## config.mk

```make
export PLATFORM = sky130hd
export DESIGN_NAME = wb4_to_pi1
export DESIGN_NICKNAME = d
export VERILOG_FILES = /design/src/rtl/wb4_to_pi1_pkg.sv /design/src/rtl/wb4_to_pi1_reqq.sv /design/src/rtl/wb4_to_pi1.sv
export SDC_FILE = /design/constraint.sdc
export NUM_CORES = 1
export LEC_CHECK = 0
export BUFFER_PORTS_ARGS = -buffer_cell sky130_fd_sc_hd__clkbuf_2
export CAP_MARGIN = 20
export CORE_MARGIN = 2
export CORE_UTILIZATION = 31
export CTS_CLUSTER_DIAMETER = 200
export DETAILED_ROUTE_END_ITERATION = 8
export PLACE_DENSITY = 0.56
export SLEW_MARGIN = 0
export SYNTH_ARGS = -nofsm -noshare
export SYNTH_HDL_FRONTEND = slang
export SYNTH_SLANG_ARGS = --single-unit
```

## constraint.sdc

```tcl
create_clock -name clk_i -period 6.8 [get_ports clk_i]
set_input_delay 0.34 -clock clk_i [delete_from_list [all_inputs] [get_ports clk_i]]
set_output_delay 0.34 -clock clk_i [all_outputs]
set_load 0.005 [all_outputs]
```

## src/rtl/wb4_to_pi1_pkg.sv

```systemverilog
// Shared PI1 definitions: op codes and the constant clog2 helper used to size
// the word-address bus.
package wb4_to_pi1_pkg;

  typedef enum logic [1:0] {
    PINOOP = 2'b00,
    PIWROP = 2'b01,
    PIRDOP = 2'b10,
    PIRWOP = 2'b11
  } pi1_op_t;

  function automatic int clog2(input int value);
    int result = 0;
    for (int i = 0; i < 31; i++) begin
      if ((1 << i) < value) result = i + 1;
    end
    return result;
  endfunction

endpackage

```

## src/rtl/wb4_to_pi1_reqq.sv

```systemverilog
// Two-entry in-order request queue; flush empties it in one cycle and takes
// priority over push/pop.
module wb4_to_pi1_reqq #(
  parameter int W = 8
) (
  input  logic         clk_i,
  input  logic         rst_i,
  input  logic         push,
  input  logic         pop,
  input  logic         flush,
  input  logic [W-1:0] push_data,
  output logic         full,
  output logic         empty,
  output logic [W-1:0] head
);

  logic [W-1:0] mem [2];
  logic         rd_ptr;
  logic         wr_ptr;
  logic [1:0]   count;

  assign full  = (count == 2'd2);
  assign empty = (count == 2'd0);
  assign head  = mem[rd_ptr];

  always_ff @(posedge clk_i or posedge rst_i) begin
    if (rst_i) begin
      mem[0] <= '0;
      mem[1] <= '0;
      rd_ptr <= 1'b0;
      wr_ptr <= 1'b0;
      count  <= 2'd0;
    end else if (flush) begin
      rd_ptr <= 1'b0;
      wr_ptr <= 1'b0;
      count  <= 2'd0;
    end else begin
      if (push) begin
        mem[wr_ptr] <= push_data;
        wr_ptr      <= ~wr_ptr;
      end
      if (pop) rd_ptr <= ~rd_ptr;
      // Simultaneous push and pop leaves the occupancy unchanged.
      case ({push, pop})
        2'b10:   count <= count + 2'd1;
        2'b01:   count <= count - 2'd1;
        default: count <= count;
      endcase
    end
  end

endmodule

```

## src/rtl/wb4_to_pi1.sv

```systemverilog
// Pipelined Wishbone4 slave to PI1 master bridge: requests queue in order,
// issue on PI1 from the queue head, and complete as single-cycle WB4 acks.
module wb4_to_pi1
  import wb4_to_pi1_pkg::*;
#(
  parameter  int ARCHBITSZ = 32,
  localparam int ADDRBITSZ = ARCHBITSZ - clog2(ARCHBITSZ / 8)
) (
  input  logic                   rst_i,
  input  logic                   clk_i,
  input  logic                   wb4_cyc_i,
  input  logic                   wb4_stb_i,
  input  logic                   wb4_we_i,
  input  logic [ARCHBITSZ-1:0]   wb4_addr_i,
  input  logic [ARCHBITSZ-1:0]   wb4_data_i,
  input  logic [ARCHBITSZ/8-1:0] wb4_sel_i,
  output logic                   wb4_stall_o,
  output logic                   wb4_ack_o,
  output logic [ARCHBITSZ-1:0]   wb4_data_o,
  output logic [1:0]             pi1_op_o,
  output logic [ADDRBITSZ-1:0]   pi1_addr_o,
  output logic [ARCHBITSZ-1:0]   pi1_data_o,
  output logic [ARCHBITSZ/8-1:0] pi1_sel_o,
  input  logic [ARCHBITSZ-1:0]   pi1_data_i,
  input  logic                   pi1_rdy_i
);

  localparam int SELBITSZ = ARCHBITSZ / 8;
  localparam int ENTRYSZ  = 1 + ADDRBITSZ + ARCHBITSZ + SELBITSZ;

  logic               q_full;
  logic               q_empty;
  logic [ENTRYSZ-1:0] q_head;
  logic               accept;
  logic               issue_valid;
  logic               issue;
  logic               complete;
  logic               inflight;
  logic               inflight_we;
  logic               inflight_drop;
  pi1_op_t            op;

  logic                 head_we;
  logic [ADDRBITSZ-1:0] head_addr;
  logic [ARCHBITSZ-1:0] head_data;
  logic [SELBITSZ-1:0]  head_sel;

  // Byte-offset bits are irrelevant: lane selection comes only from sel.
  logic unused_addr_lo;
  assign unused_addr_lo = &{1'b0, wb4_addr_i[ARCHBITSZ-ADDRBITSZ-1:0]};

  assign accept      = wb4_cyc_i && wb4_stb_i && !q_full;
  assign issue_valid = wb4_cyc_i && !q_empty;
  assign issue       = issue_valid && pi1_rdy_i;
  assign complete    = pi1_rdy_i && inflight && !inflight_drop;
  assign wb4_stall_o = q_full;

  assign head_we   = q_head[ENTRYSZ-1];
  assign head_addr = q_head[ENTRYSZ-2 -: ADDRBITSZ];
  assign head_data = q_head[SELBITSZ +: ARCHBITSZ];
  assign head_sel  = q_head[SELBITSZ-1:0];

  wb4_to_pi1_reqq #(.W(ENTRYSZ)) u_reqq (
    .clk_i     (clk_i),
    .rst_i     (rst_i),
    .push      (accept),
    .pop       (issue),
    .flush     (!wb4_cyc_i),
    .push_data ({wb4_we_i, wb4_addr_i[ARCHBITSZ-1 -: ADDRBITSZ], wb4_data_i, wb4_sel_i}),
    .full      (q_full),
    .empty     (q_empty),
    .head      (q_head)
  );

  // The PI1 side shows the queue head only while the bus cycle is alive.
  always_comb begin
    op         = PINOOP;
    pi1_addr_o = '0;
    pi1_data_o = '0;
    pi1_sel_o  = '0;
    if (issue_valid) begin
      op         = head_we ? PIWROP : PIRDOP;
      pi1_addr_o = head_addr;
      pi1_data_o = head_data;
      pi1_sel_o  = head_sel;
    end
  end

  assign pi1_op_o = op;

  // An op aborted by dropping cyc still finishes on PI1 but must not ack.
  always_ff @(posedge clk_i or posedge rst_i) begin
    if (rst_i) begin
      inflight      <= 1'b0;
      inflight_we   <= 1'b0;
      inflight_drop <= 1'b0;
    end else if (issue) begin
      inflight      <= 1'b1;
      inflight_we   <= head_we;
      inflight_drop <= 1'b0;
    end else begin
      if (pi1_rdy_i) inflight <= 1'b0;
      if (!wb4_cyc_i && inflight) inflight_drop <= 1'b1;
    end
  end

  always_ff @(posedge clk_i or posedge rst_i) begin
    if (rst_i) begin
      wb4_ack_o  <= 1'b0;
      wb4_data_o <= '0;
    end else begin
      wb4_ack_o  <= complete;
      wb4_data_o <= (complete && !inflight_we) ? pi1_data_i : '0;
    end
  end

endmodule
```

==> reports/metrics.csv <==
metric;value;unit
status;complete, no violations;
Layout Cells excl Fill;1072;
DRT Pass-1 Iters;4;
period utilization;45.64;%
RSZ-0062 raised after global routing;false;
Std-Cell Rows;56;
Cells after Synth;540;
FF+latch count, synth;174;
Horiz. Die Dim;158;um
final hold violation count;0;
Multi-input gate area;0.002825;mm2
vias;4808;
Synth Warn #;0;
dpl hpwl;10.60;mm
most numerous cell in the Yosys netlist;dfrtp_1;
Crit. End Element;primary output;
layout cells sized above 1;47.54;%
Post-synth ARST share;100.0;%
final setup fails;0;
Die Y;158;um
min cycle time layout;3103;ps
Yosys cell types;29;
All-Layer GR Usage;13.21;%
Reg clk slew, reported paths;70;ps
initial DRC count;134;
placed cell count;1039;
DRC Markers;0;
slowest cell delay on critical path;900;ps
Final Skew;13.60;ps
Critical Path RT;6460;ps
register area share after synthesis;59.22;%
worst path cell trace;buf_4 -> mux2i_1 -> nor2b_1 -> clkbuf_2;
Max Freq;0.3222;GHz
root buf cell;clkbuf_16;
setup bufs post-CTS;0;
DRT antenna net count;0;
core area;0.02340;mm2
Setup CP Type;reg -> out;
Starting Density;31.42;%
clk_lat worst skew;430;ps
Hold Buf Count CTS;0;
number of synthesized flops with an enable pin;0;
GP Congestion;0.6867;
slew margin rel.;35.02;%
Post-Syn Nets;646;
fin. max-slew vios;0;
Crit Path Max Fanout;38;
Final nets;846;
area delta synth->final;26.38;%
CP Launch Type;register;
post-synth top area share;59.22;%
total CTS buffers;17;
clk buf depth;2;
PD cells;294.5;mW/mm2
max-cap viol count;0;
post-synthesis cell area;0.007352;mm2
Syn Area/Cell;13.61;um2
port buffer count;205;
vias in the first global route;4989;
Top Ports;208;
leak pwr;4.379;nW
commonest cells in the netlist;174 x dfrtp_1, 104 x mux2_2, 69 x nor2_1, 68 x mux2i_1, 32 x and2_1;
CTS tree;yes;
Hold Crit Class;in -> async;
peak supply drop;0.1305;mV
Worst-Margin Slew;974.7;ps
vias per cell;4.485;
Die Footprint;0.02496;mm2
setup TNS;0;ps
register area;0.004358;mm2
initial antenna violation count;0;
CTS sink count;174;
FILL cells;2329;
Crit-path slowest cell;dfrtp_4;
CTS resizes;0;
top post-synthesis cells by area;dfrtp_1 59%, mux2_2 16%, mux2i_1 9.3%;
Arr. time, crit path;2760;ps
first-pass GRT wire length;25.56;mm
WL/cell;14.93;um
area leader, netlist;dfrtp_1;
DRT Wirelength;16.01;mm
largest net degree at the start of global routing;105;
# H-tree levels;4;
Top FF cell, synth;dfrtp_1;
Antenna Cells;0;
gr ovfl total;0;
layer usage:
layer	part of all wire (%)	global-route usage, %
met1	43	16.00
met2	49	22.09
met3	6.9	5.010
met4	0.58	3.518
met5	0	0
metrics by stage:
step	hold WS (ps)	util [%]	total power, mW	worst slack (ps)	area, um2
2_1_floorplan	425.0	-	1.666	1743	7352
3_3_place_gp	462.3	37.14	1.801	4054	8692
3_5_place_dp	473.9	37.14	1.816	4080	8692
4_1_cts	89.89	39.59	2.791	3597	9264
5_1_grt	93.48	39.70	2.903	3482	9291
6_report	82.75	39.70	2.736	3697	9291
logic make-up (layout without fill, tap and decap cells):
kind of cell	after synthesis	count (layout)	share of synthesized area (%)
DFF	174	174	59.22
buffers and inverters	38	251	2.570
AOI/OAI and AO/OA	13	13	1.021
muxes	202	202	29.78
and+or+nand+nor	113	113	7.403
cell type report:
type	instances	area share, %
Clock buffer	17	4.579
Clock inverter	15	1.576
Inverter	5	0.2559
Multi-Input combinational cell	328	30.41
Sequential cell	174	46.90
Tap cell	319	4.296
Timing Repair Buffer	214	11.98
placed cells by master (no fill, tap or decap), types with 2 or more instances in the layout:
cell type     n
a21oi_1       4
and2_1       32
buf_4         8
clkbuf_16    17
clkbuf_2    205
clkinv_4      2
clkinvlp_4    3
dfrtp_1     173
inv_1         2
inv_2         2
inv_6         3
inv_8         6
mux2_1       30
mux2_2      104
mux2i_1      68
nand2_1       2
nor2_1       69
o211ai_1      2
o21ai_0       4
path summary, 6_finish.rpt:
path	start	to	slack (ps)	cells past startpoint
worst max-delay path	u_reqq.rd_ptr	pi1_op_o[1]	3700	4
worst max register to register	u_reqq.rd_ptr	inflight_we	4460	3
max in group asynchronous	rst_i	u_reqq.mem[33]	5230	3
worst min register to register	inflight_drop	wb4_ack_o	480	1
min in group clk_i	pi1_data_i[15]	wb4_data_o[15]	110	2
worst min-delay path	rst_i	u_reqq.mem[16]	80	2
report_power, final:
group,total (mW),internal (mW),switching (mW)
Clock,0.951,0.489,0.462
Combinational,0.434,0.257,0.177
Sequential,1.35,1.24,0.108
state kept, by name, summed over array words and instances (netlist names):
name           count
inflight           1
inflight_drop      1
inflight_we        1
u_reqq.count       2
u_reqq.mem       134
u_reqq.rd_ptr      1
u_reqq.wr_ptr      1
wb4_ack_o          1
wb4_data_o        32
worst max-delay path, delay by kind of cell, from the launching register on:
family / cells / cell delay [ps]
AND/OR/NAND/NOR: 1 / 200
flip-flops: 1 / 900
buffers and inverters: 2 / 750
multiplexers: 1 / 490
Power figures use the tool's default switching activity.
